**config.mk**
```make
export PLATFORM = sky130hd
export DESIGN_NAME = cdb_reservation_station
export DESIGN_NICKNAME = d
export VERILOG_FILES = /design/src/rtl/cdb_reservation_station.sv
export SDC_FILE = /design/constraint.sdc
export NUM_CORES = 1
export LEC_CHECK = 0
export BUFFER_PORTS_ARGS = -buffer_cell sky130_fd_sc_hd__buf_4
export CORE_ASPECT_RATIO = 0.5
export CORE_MARGIN = 3
export CORE_UTILIZATION = 38
export CTS_CLUSTER_DIAMETER = 120
export DETAILED_ROUTE_END_ITERATION = 12
export GPL_TIMING_DRIVEN = 1
export PLACE_DENSITY = 0.76
export SLEW_MARGIN = 0
export SYNTH_ARGS = -nofsm -noshare
export SYNTH_HDL_FRONTEND = slang
export SYNTH_SLANG_ARGS = --single-unit
```
**constraint.sdc**
```tcl
create_clock -name clk -period 5.6 [get_ports clk]
set_input_delay 1.12 -clock clk [delete_from_list [all_inputs] [get_ports clk]]
set_output_delay 1.12 -clock clk [all_outputs]
set_load 0.005 [all_outputs]
```
**src/rtl/cdb_reservation_station.sv**
```systemverilog
// Single-entry reservation station: captures an issued op, snoops the CDB for
// pending operand tags, dispatches to the FU and holds the entry until retired.
module cdb_reservation_station #(
  parameter int DATA_WIDTH = 64,
  parameter int TAG_WIDTH  = 3,
  parameter int OP_WIDTH   = 4
) (
  input  logic                  clk,
  input  logic                  rst_n,
  input  logic                  issue_valid,
  output logic                  issue_ready,
  input  logic [OP_WIDTH-1:0]   issue_op,
  input  logic                  issue_a_pending,
  input  logic [TAG_WIDTH-1:0]  issue_a_tag,
  input  logic [DATA_WIDTH-1:0] issue_a_value,
  input  logic                  issue_b_pending,
  input  logic [TAG_WIDTH-1:0]  issue_b_tag,
  input  logic [DATA_WIDTH-1:0] issue_b_value,
  input  logic                  cdb_valid,
  input  logic [TAG_WIDTH-1:0]  cdb_rs_id,
  input  logic [DATA_WIDTH-1:0] cdb_result,
  output logic                  dispatch_valid,
  input  logic                  dispatch_ready,
  output logic [OP_WIDTH-1:0]   dispatch_op,
  output logic [DATA_WIDTH-1:0] dispatch_a,
  output logic [DATA_WIDTH-1:0] dispatch_b,
  input  logic                  retire,
  output logic                  busy
);

  // Handshakes: issue transfers on issue_valid && issue_ready; dispatch transfers
  // on dispatch_valid && dispatch_ready, with op/operands held stable until then.
  typedef enum logic [1:0] {
    IDLE     = 2'd0,
    WAIT_OPS = 2'd1,
    READY    = 2'd2,
    EXEC     = 2'd3
  } state_t;

  state_t                state_q, state_d;
  logic [OP_WIDTH-1:0]   op_q, op_d;
  logic [DATA_WIDTH-1:0] a_q, a_d, b_q, b_d;
  logic [TAG_WIDTH-1:0]  a_tag_q, a_tag_d, b_tag_q, b_tag_d;
  logic                  a_pend_q, a_pend_d, b_pend_q, b_pend_d;
  logic                  a_hit_issue, b_hit_issue, a_hit_wait, b_hit_wait;

  always_comb begin
    a_hit_issue = issue_a_pending && cdb_valid && (issue_a_tag == cdb_rs_id);
    b_hit_issue = issue_b_pending && cdb_valid && (issue_b_tag == cdb_rs_id);
    a_hit_wait  = a_pend_q && cdb_valid && (a_tag_q == cdb_rs_id);
    b_hit_wait  = b_pend_q && cdb_valid && (b_tag_q == cdb_rs_id);
  end

  always_comb begin
    state_d  = state_q;
    op_d     = op_q;
    a_d      = a_q;
    b_d      = b_q;
    a_tag_d  = a_tag_q;
    b_tag_d  = b_tag_q;
    a_pend_d = a_pend_q;
    b_pend_d = b_pend_q;
    case (state_q)
      IDLE: begin
        if (issue_valid) begin
          op_d     = issue_op;
          a_tag_d  = issue_a_tag;
          b_tag_d  = issue_b_tag;
          // A broadcast in the issue cycle is captured directly so it is not missed.
          a_d      = a_hit_issue ? cdb_result : issue_a_value;
          b_d      = b_hit_issue ? cdb_result : issue_b_value;
          a_pend_d = issue_a_pending && !a_hit_issue;
          b_pend_d = issue_b_pending && !b_hit_issue;
          state_d  = (a_pend_d || b_pend_d) ? WAIT_OPS : READY;
        end
      end
      WAIT_OPS: begin
        if (a_hit_wait) begin
          a_d      = cdb_result;
          a_pend_d = 1'b0;
        end
        if (b_hit_wait) begin
          b_d      = cdb_result;
          b_pend_d = 1'b0;
        end
        if (!a_pend_d && !b_pend_d) state_d = READY;
      end
      READY: begin
        if (dispatch_ready) state_d = EXEC;
      end
      EXEC: begin
        if (retire) state_d = IDLE;
      end
      default: state_d = IDLE;
    endcase
  end

  always_ff @(posedge clk or negedge rst_n) begin
    if (!rst_n) begin
      state_q  <= IDLE;
      op_q     <= '0;
      a_q      <= '0;
      b_q      <= '0;
      a_tag_q  <= '0;
      b_tag_q  <= '0;
      a_pend_q <= 1'b0;
      b_pend_q <= 1'b0;
    end else begin
      state_q  <= state_d;
      op_q     <= op_d;
      a_q      <= a_d;
      b_q      <= b_d;
      a_tag_q  <= a_tag_d;
      b_tag_q  <= b_tag_d;
      a_pend_q <= a_pend_d;
      b_pend_q <= b_pend_d;
    end
  end

  assign issue_ready    = (state_q == IDLE);
  assign busy           = (state_q != IDLE);
  assign dispatch_valid = (state_q == READY);
  assign dispatch_op    = op_q;
  assign dispatch_a     = a_q;
  assign dispatch_b     = b_q;

endmodule

```
# == After elaboration in Yosys (flattened, before gate mapping) ==
# Index checks and enable logic that the tools add are counted.
# word_totals
ff_bits,142
# classes
mux,22
n_eq_ne,13
n_reduce_logical,24
# op_table
cell,n
$mux W64,6
$pmux W64 S2,2
$eq A3 B3 Y1,4
$logic_and A1 B1 Y1,11
$mux W2,5
$ne A2 B2 Y1 const B,5
$pmux W2 S4,1
$mux W1,6
$reduce_and A3 Y1,2
$eq A2 B2 Y1 const B,2
$logic_not A1 Y1,4
$pmux W1 S2,2
$reduce_and A2 Y1,2
$reduce_and A4 Y1,1
$reduce_bool A2 Y1,2
$eq A2 B1 Y1 const B,1
$logic_not A2 Y1,1
$ne A2 B1 Y1 const B,1
$logic_or A1 B1 Y1,1

# == Logic depth before layout (Yosys ltp) ==
# Gate-level depths: netlist of run 1.
# logic_depth
word_depth,8
depth_mapped,9

# == Worst setup path before layout of run 1 ==
# OpenSTA, ideal clock, no wires.
# synth_timing
path_type,input to register
startpoint,in cdb_rs_id[0]
endpoint,reg a_q[16] (netlist: dispatch_a[16])
setup_time_ns,0.125
arrival_time_ns,2.598
stages,6
setup_slack_ns,2.877
n_path_buf,1
required_time_ns,5.475
cell_sequence,xor2_1 > nor4_2 > a21oi_2 > buf_6 > mux2_2 > mux2_2
# synth_between
elab_chain_cells,5
# synth_rtl
element,line_no,source
"start, declared",20,"input logic [TAG_WIDTH-1:0] cdb_rs_id,"
$eq A3 B3 Y1,48,a_hit_issue = issue_a_pending && cdb_valid && (issue_a_tag == cdb_rs_id);
$logic_and A1 B1 Y1,48,
$mux W64,70,a_d = a_hit_issue ? cdb_result : issue_a_value;
$mux W64,65,if (issue_valid) begin
$pmux W64 S2,63,case (state_q)
"end signal, assigned",102,a_q <= '0;
"end signal, assigned",111,a_q <= a_d;
"end, declared",42,"logic [DATA_WIDTH-1:0] a_q, a_d, b_q, b_d;"
# Several ways; a longest one is shown, not always the timed one. The select of a mux whose other input is x is not followed.
# A chain may end at the register's enable or synchronous reset.

# == Final worst setup path of run 1 ==
# layout_timing
startpoint,reg state_q[1]
endpoint,reg b_q[45] (netlist: dispatch_b[45])
# layout_between
elab_chain_cells,3
# layout_rtl
element,line_no,source
"start, declared",40,"state_t state_q, state_d;"
"start signal, assigned",109,state_q <= state_d;
$eq A2 B1 Y1 / $logic_not A2 Y1 (equally long branches),63,
$ne A2 B2 Y1 (no source line) / $reduce_bool A2 Y1 (equally long branches),n/a,
$reduce_and A3 Y1 (no source line),n/a,
"end signal, assigned",103,b_q <= '0;
"end signal, assigned",112,b_q <= b_d;
"end, declared",42,
# Several ways; a longest one is shown, not always the timed one.

==> flow_metrics.py, run 1 <==
metrics = {
    "critical_path": {
        "path_cells": "inv_1 -> ha_1 -> mux2_4 -> nand2_1 -> mux2_2",
        "worstSetupStartpointType": "flop",
        "arrival_ns": 3.64,
        "reg2reg_slack_ns": 2.25,
        "r2r_cells": 5,
        "path_max_fanout": 90,
        "endpoint_kind": "flop",
        "slowest_delay_ns": 0.86,
        "required_ns": 5.88,
        "critical_path_class": "reg -> reg",
        "critPathSlowestCell": "mux2_4",
    },
    "cts": {
        "htree_levels": 4,
        "cts.clk_slew.worst_paths_ns": 0.06,
        "ctsLongestPathBuffers": 2,
        "cts_setup_buffers": 0,
        "clkLatencyLatePin_ns": 0.41,
        "clock_tree.root_cell": "clkbuf_16",
        "cts.sinks": 142,
        "cts_inserted_buffers": 17,
        "cts_tree": "yes",
        "holdBufCountCts": 0,
        "cts.repair.resized": 0,
    },
    "sta": {
        "finalCritPeriodShare": 0.5987,
        "worst_slew_pin_slew_ns": 1.292,
        "setup_tns_ns": 0,
        "period_needed_ns": 3.353,
        "maxSlewViolCount": 0,
        "rsz0062_at_grt": "false",
        "finalHoldViolCount": 0,
        "setup_viol": 0,
        "slew_headroom": 0.1371,
        "fin_skew_ns": 0.01239,
        "whs_ns": 0.5052,
        "timing.fmax_ghz": 0.2982,
        "worst_slack_ns": 2.247,
    },
    "drt": {
        "drtAntennaViolNets": 0,
        "drt-initial-drc-count": 221,
        "avgViaCountPerCell": 5.019,
        "wl_per_cell_um": 19.50,
        "num_vias": 5707,
        "wl_um": 22170,
        "drt_pass1_iterations": 4,
        "drc": 0,
    },
    "placed_design": {
        "portBuffers": 347,
        "placed_area_um2": 9876,
        "dp_hpwl_um": 16510,
        "dp_slack_ns": 1.991,
        "place_congestion": 0.7931,
    },
    "global_route": {
        "grt_overflow": 0,
        "antenna_found_initial": 0,
        "grt_max_degree": 97,
        "grt_pass1_wl_um": 33000,
        "grt_usage": 0.2084,
        "grt_pass1_vias": 5893,
    },
    "logic_synthesis": {
        "synth-main-ff-cell": "dfrtp_1",
        "synth.distinct_cells": 28,
        "avgSynthCellArea_um2": 13.14,
        "syn_inst": 544,
        "synth-seq-cells": 142,
        "synth_top_area_share": 0.4972,
        "synth.area.top_cells": "dfrtp_1 (50%), mux2_2 (28%), mux2i_1 (6.4%), a31oi_1 (3.9%), a21oi_1 (3.1%)",
        "synth_edf_count": 0,
        "yosysSeqAreaShare": 0.4972,
        "yosysWarnings": 0,
        "async_reset_ff_frac": 1.000,
        "synth_area_um2": 7147,
        "synth_fp_nets": 761,
        "synth_area_leader_cell": "dfrtp_1",
    },
    "final_layout": {
        "drive_above_1_share": 0.6418,
        "syn_to_final_growth_pct": 46.52,
        "multi_input_area_um2": 3329,
        "design_area_um2": 10470,
        "regArea_um2": 3553,
        "nFillCells": 1481,
        "num-nets-final": 1089,
        "antenna_cells": 0,
    },
    "die": {
        "ios": 348,
        "die_h_um": 103.0,
        "die_area_um2": 20590,
        "initial_utilization": 0.3990,
        "chipWidth_um": 199.9,
        "rows": 34,
        "core_um2": 17910,
    },
    "pwr": {
        "power_density_nw_per_um2": 587.5,
        "peakVddDrop_v": 0.0002677,
        "p_switching_mw": 2.126,
        "p_int_mw": 4.026,
        "seqPwrFrac": 0.303,
        "pwr-share-comb": 0.513,
        "leakage_nw": 4.982,
        "p_sw_frac": 0.3456,
        "power_frac_clock": 0.184,
    },
    "status": {
        "status": "finished clean",
    },
    "worst_hold_path": {
        "hold_class": "reg -> reg",
        "hold-path-cell-count": 1,
    },
    "run": {
        "drv_cap": 0,
    },
}
[per-stage QoR]
stage,util,power (mW),cells
finish,0.5847,6.152,1137
global route,0.5847,6.553,1137
CTS,0.5847,6.231,1137
detailed placement,0.5514,5.076,1105
global placement,0.5514,4.985,1105
floorplan,-,3.752,544
[power by group through the flow]
stage	clock (mW)	sequential [mW]	combinational (mW)
floorplan	0	1.88	1.87
CTS	1.16	1.86	3.21
global placement	0	1.85	3.14
finish	1.13	1.86	3.16
global route	1.21	1.92	3.42
detailed placement	0	1.87	3.20
[cells by family (layout without fill, tap and decap cells)]
| kind of cell | count (synthesis) | count (layout) | synth area share |
|---|---|---|---|
| AOI/OAI and AO/OA | 100 | 100 | 0.08298 |
| adders and majority gates | 4 | 4 | 0.007003 |
| muxes | 225 | 225 | 0.3465 |
| and+or+nand+nor | 12 | 12 | 0.01050 |
| DFF | 142 | 142 | 0.4972 |
| buffers and inverters | 49 | 390 | 0.04114 |
| xor gates and xnor gates | 12 | 12 | 0.01471 |
[routing by layer]
metal  up-vias  wire length (um)  global-route usage
li1       2670                 -                   -
met1      2858              9029              0.2563
met2       151             11900              0.3768
met3        28               871             0.04048
met4         0               371             0.06213
met5         -                 0                   0
[area by class of cell]
| class | instances | area share |
|---|---|---|
| repair buffers | 351 | 0.2532 |
| clock buffers | 22 | 0.04624 |
| multi-input cells | 353 | 0.3180 |
| flip-flops and latches | 142 | 0.3393 |
| clock inverters | 10 | 0.01063 |
| inverters | 7 | 0.002509 |
| well taps | 252 | 0.03011 |
[final timing paths]
check                                from              to
setup reg to reg               state_q[1]  dispatch_b[45]
min in group asynchronous           rst_n   dispatch_a[2]
hold reg to reg            dispatch_b[62]  dispatch_b[62]
hold / removal             dispatch_b[62]  dispatch_b[62]
max in group asynchronous           rst_n  dispatch_b[32]
setup / recovery               state_q[1]  dispatch_b[45]
[layout by cell type (no fill, tap or decap), types with 3 or more instances in the layout]
master and count:
xnor2_1 6, a31oi_1 45, ha_1 4, inv_1 7, mux2i_1 46, a21oi_1 44
nand2_1 3, xor2_1 6, clkbuf_16 17, clkinvlp_4 3, dfrtp_1 142, clkinv_2 4
mux2_2 178, buf_4 349, clkbuf_8 4
[critical path, delay by kind of cell, from the launching register on]
| kind | cells | cell delay [ns] |
|---|---|---|
| mux | 2 | 1.38 |
| simple gates | 1 | 0.84 |
| fa+ha+maj | 1 | 0.45 |
| flops | 1 | 0.40 |
| buf+inv | 1 | 0.11 |
[sequential cells by signal, indices dropped and copies added, names as in the netlist]
signal	cells
a_pend_q	1
a_tag_q	3
b_pend_q	1
b_tag_q	3
dispatch_b	64
dispatch_op	4
state_q	2
dispatch_a	64
[cell usage after synthesis (all sizes together), types with 4 or more instances]
cell and instances:
mux2 179, inv 7, clkbuf 24, ha 4
dfrtp 142, xor2 6, xnor2 6, a21oi 46
nand2 4, a31oi 45, mux2i 46, buf 18
(Power assumes the default switching activity.)
==> run 2, diff against run 1 <==
==> constraint.sdc (replaced) <==
create_clock -name clk -period 3.32 [get_ports clk]
set_input_delay 0.664 -clock clk [delete_from_list [all_inputs] [get_ports clk]]
set_output_delay 0.664 -clock clk [all_outputs]
set_load 0.005 [all_outputs]
==> flow_metrics.py, run 2 (synthesis gave the netlist of run 1 again) <==
metrics = {
    "status": {
        "status": "finished clean",
    },
    "cts": {
        "cts_inserted_buffers": 17,
        "clock_tree.root_cell": "clkbuf_16",
        "holdBufCountCts": 0,
        "clkLatencyLatePin_ns": 0.41,
        "cts.clk_slew.worst_paths_ns": 0.06,
        "ctsLongestPathBuffers": 2,
        "cts.sinks": 142,
        "htree_levels": 4,
        "cts_tree": "yes",
        "cts.repair.resized": 0,
        "cts_setup_buffers": 0,
    },
    "final_layout": {
        "nFillCells": 1479,
        "antenna_cells": 0,
        "layout_common_cells": "buf_4 (352), mux2_2 (178), dfrtp_1 (142)",
        "drive_above_1_share": 0.6454,
        "utilization": 0.5946,
        "final_common_cell": "buf_4",
        "syn_to_final_growth_pct": 49.00,
        "design_area_um2": 10650,
        "num-nets-final": 1098,
    },
    "global_route": {
        "antenna_found_initial": 0,
        "grt_max_degree": 84,
        "grt_pass1_vias": 5918,
        "grt_overflow": 0,
        "grt_usage": 0.2116,
        "grt_pass1_wl_um": 33290,
    },
    "placed_design": {
        "dp_hpwl_um": 17360,
        "portBuffers": 347,
        "place_congestion": 0.8247,
        "dp_slack_ns": 0.6304,
        "placed_area_um2": 10020,
    },
    "drt": {
        "num_vias": 5787,
        "avgViaCountPerCell": 5.050,
        "top_layer": "met4",
        "drtAntennaViolNets": 0,
        "wl_met3_um": 1037,
        "drc": 0,
        "drt_pass1_iterations": 4,
        "drt-met1-wl_um": 9081,
        "drt-initial-drc-count": 208,
        "wl_met2_um": 12040,
        "wl_per_cell_um": 19.81,
        "wl_um": 22710,
    },
    "pwr": {
        "power_mw": 10.70,
        "pwr-share-comb": 0.515,
        "power_frac_clock": 0.191,
        "p_int_mw": 7.022,
        "p_sw_frac": 0.3440,
        "power_density_nw_per_um2": 1005,
        "peakVddDrop_v": 0.0003886,
        "leakage_nw": 5.067,
        "seqPwrFrac": 0.294,
        "p_switching_mw": 3.683,
    },
    "critical_path": {
        "endpoint_kind": "flop",
        "path_max_fanout": 25,
        "worstSetupStartpointType": "flop",
        "required_ns": 3.61,
        "arrival_ns": 2.74,
        "critical_path_class": "reg -> reg",
        "reg2reg_from": "state_q[0]",
        "crit_path_start": "state_q[0]",
    },
    "die": {
        "die_area_um2": 20590,
        "ios": 348,
        "chipWidth_um": 199.9,
        "initial_utilization": 0.3990,
        "die_h_um": 103.0,
        "core_um2": 17910,
        "rows": 34,
    },
    "sta": {
        "setup_tns_ns": 0,
        "fin_skew_ns": 0.01086,
        "finalHoldViolCount": 0,
        "worst_slew_pin_slew_ns": 0.7843,
        "timing.fmax_ghz": 0.4093,
        "worst_slack_ns": 0.8770,
        "rsz0062_at_grt": "false",
        "finalCritPeriodShare": 0.7358,
        "period_needed_ns": 2.443,
        "maxSlewViolCount": 0,
        "slew_headroom": 0.4771,
        "setup_viol": 0,
    },
    "worst_hold_path": {
        "hold_class": "in -> async",
    },
    "run": {
        "drv_cap": 0,
    },
}
run 2: worst paths after layout:
path                            cells past startpoint        endpoint  slack (ns)
worst min register to register                      1  dispatch_a[42]        0.51
worst max-delay path                                6  dispatch_a[28]        0.88
min in group clk                                    2  dispatch_op[0]        0.49
worst min-delay path                                1      b_tag_q[2]        0.32
worst max register to register                      6  dispatch_a[28]        0.88
max in group asynchronous                           2  dispatch_b[45]        2.19
run 2: power groups by stage:
stage          Clock (mW)  Combinational [mW]  Sequential, mW
4_1_cts              2.10                5.57            3.15
5_1_grt              2.18                5.93            3.25
3_3_place_gp            0                5.43            3.12
6_report             2.05                5.51            3.15
2_1_floorplan           0                3.16            3.17
3_5_place_dp            0                5.54            3.16
run 2: metrics by stage:
stage | instances | hold slack [ns]
CTS | 1146 | 0.3449
detailed placement | 1114 | 0.4937
floorplan | 544 | 0.3684
global route | 1146 | 0.3656
finish | 1146 | 0.3157
global placement | 1114 | 0.4899
run 2: worst max-delay path: stages, from the launching register on:
cell     delay [ns]
dfrtp_1        0.41
inv_1          0.12
ha_1           0.30
mux2_4         0.46
nand2_4        0.33
buf_4          0.32
mux2_2         0.37
run 2: cell type report:
| cell class | count | area, um2 | area share |
|---|---|---|---|
| Sequential cell | 142 | 3553 | 0.3337 |
| Inverter | 7 | 26.28 | 0.002467 |
| Timing Repair Buffer | 360 | 2794 | 0.2624 |
| Clock buffer | 19 | 442.9 | 0.04159 |
| Clock inverter | 13 | 187.7 | 0.01762 |
| Multi-Input combinational cell | 353 | 3329 | 0.3127 |
| Tap cell | 252 | 315.3 | 0.02961 |
run 2: per-layer routing:
| layer | vias up | global-route usage |
|---|---|---|
| met5 | - | 0 |
| met4 | 0 | 0.06909 |
| met3 | 32 | 0.04473 |
| met2 | 174 | 0.3867 |
| met1 | 2891 | 0.2524 |
| li1 | 2690 | - |
==> run 3, diff against run 2 <==
==> constraint.sdc (replaced) <==
create_clock -name clk -period 2.35 [get_ports clk]
set_input_delay 0.47 -clock clk [delete_from_list [all_inputs] [get_ports clk]]
set_output_delay 0.47 -clock clk [all_outputs]
set_load 0.005 [all_outputs]
==> flow_metrics.py, run 3 (synthesis gave the netlist of run 1 again) <==
metrics = {
    "cts": {
        "cts.sinks": 142,
        "cts_setup_buffers": 0,
        "clkLatencyLatePin_ns": 0.41,
        "cts_inserted_buffers": 17,
        "cts.clk_slew.worst_paths_ns": 0.07,
        "holdBufCountCts": 0,
        "clock_tree.root_cell": "clkbuf_16",
        "ctsLongestPathBuffers": 2,
        "cts.repair.resized": 0,
        "cts_tree": "yes",
        "htree_levels": 4,
    },
    "placed_design": {
        "portBuffers": 347,
        "dp_hpwl_um": 17190,
        "place_congestion": 0.8377,
        "dp_slack_ns": -0.006249,
    },
    "drt": {
        "drtAntennaViolNets": 0,
        "drc": 0,
        "num_vias": 5779,
        "wl_um": 22360,
        "avgViaCountPerCell": 5.030,
        "wl_per_cell_um": 19.46,
        "drt-initial-drc-count": 246,
        "drt_pass1_iterations": 4,
    },
    "sta": {
        "whs_ns": 0.007032,
        "setup_viol": 0,
        "setup_tns_ns": 0,
        "worst_slew_pin_slew_ns": 0.5517,
        "period_needed_ns": 2.162,
        "fin_skew_ns": 0.01373,
        "worst_slack_ns": 0.1883,
        "timing.fmax_ghz": 0.4626,
        "rsz0062_at_grt": "false",
        "finalHoldViolCount": 0,
        "finalCritPeriodShare": 0.9199,
        "maxSlewViolCount": 0,
        "slew_headroom": 0.6274,
    },
    "critical_path": {
        "critPathTopFamily": "multiplexers",
        "r2r_cells": 6,
        "crit_path_start": "state_q[1]",
        "endpoint_kind": "flop",
        "endpoint": "dispatch_a[34]",
        "crit_top_cell": "mux2_2",
        "critical_path_class": "reg -> reg",
        "path_max_fanout": 28,
        "arrival_ns": 2.45,
        "slowest_delay_ns": 0.38,
        "reg2reg_slack_ns": 0.19,
        "worstSetupStartpointType": "flop",
        "critPathSlowestCell": "dfrtp_1",
        "cp_num_buf_inv": 2,
        "crit_cells": 6,
        "r2r-end": "dispatch_a[34]",
        "reg2reg_from": "state_q[1]",
        "path_cells": "inv_1 -> ha_1 -> a21oi_4 -> buf_12 -> mux2_2 -> mux2_2",
        "required_ns": 2.64,
    },
    "worst_hold_path": {
        "hold_class": "in -> async",
    },
    "final_layout": {
        "layout_common_cells": "buf_4 (355), mux2_2 (178), dfrtp_1 (142)",
        "syn_to_final_growth_pct": 49.77,
        "drive_above_1_share": 0.6477,
        "num-nets-final": 1102,
        "nFillCells": 1487,
        "final_common_cell": "buf_4",
        "antenna_cells": 0,
    },
    "die": {
        "ios": 348,
        "die_h_um": 103.0,
        "chipWidth_um": 199.9,
        "rows": 34,
        "die_area_um2": 20590,
        "initial_utilization": 0.3990,
        "core_um2": 17910,
    },
    "pwr": {
        "peakVddDrop_v": 0.0007634,
        "power_mw": 15.21,
        "leakage_nw": 5.097,
        "power_density_nw_per_um2": 1421,
    },
    "global_route": {
        "grt_max_degree": 67,
        "grt_overflow": 0,
        "grt_usage": 0.2091,
        "grt_pass1_wl_um": 33370,
        "grt_pass1_vias": 6012,
        "antenna_found_initial": 0,
    },
    "run": {
        "drv_cap": 0,
    },
    "status": {
        "status": "finished clean",
    },
}
==> run 3: changes by cell type in the layout (fill, tap and decap cells not counted) <==
| cell | change |
|---|---|
| clkbuf_8 | -1 |
| inv_6 | -1 |
| clkbuf_1 | -1 |
| clkinv_4 | +1 |
| buf_4 | +3 |
| buf_12 | +1 |
| bufinv_16 | +1 |
==> run 3: worst min-delay path by stage <==
stage	start	end	slack [ns]	depth (start not counted)
2_1_floorplan	rst_n	a_pend_q	0.17	0
3_3_place_gp	rst_n	a_tag_q[1]	0.45	1
3_5_place_dp	rst_n	a_pend_q	0.45	1
4_1_cts	rst_n	a_tag_q[1]	0.01	1
5_1_grt	rst_n	a_pend_q	0.02	1
6_report	rst_n	a_tag_q[1]	0.007	1
==> run 3: routing by layer <==
metal	wire (um)	vias up	share of wire	GRT usage
met2	11710	167	0.52	0.3734
li1	-	2693	-	-
met4	612	0	0.027	0.07659
met3	1045	46	0.047	0.04440
met1	8990	2873	0.40	0.2531
met5	0	-	0	0
==> run 3: cell type report <==
class / count / area [um2] / area share
Tap cell: 252 / 315.3 / 0.02946
Inverter: 7 / 26.28 / 0.002455
Clock buffer: 17 / 425.4 / 0.03974
Timing Repair Buffer: 364 / 2836 / 0.2650
Sequential cell: 142 / 3553 / 0.3320
Clock inverter: 14 / 217.7 / 0.02034
Multi-Input combinational cell: 353 / 3329 / 0.3110
==> run 3: stage by stage <==
step,std cells,util,area [um2]
2_1_floorplan,544,-,7147
3_3_place_gp,1118,0.5618,10060
3_5_place_dp,1118,0.5618,10060
4_1_cts,1149,0.5977,10700
5_1_grt,1149,0.5977,10700
6_report,1149,0.5977,10700
==> run 3: report_power, final <==
| part | internal [mW] | leakage (nW) | switching (mW) |
|---|---|---|---|
| Sequential | 3.76 | 1.64 | 0.700 |
| Clock | 1.88 | 0.305 | 1.10 |
| Combinational | 4.41 | 3.15 | 3.37 |
==> run 3: worst reg2reg max path: stages, from the launching register on <==
cell	delay [ns]
dfrtp_1	0.38
inv_1	0.09
ha_1	0.30
a21oi_4	0.38
buf_12	0.26
mux2_2	0.40
mux2_2	0.26
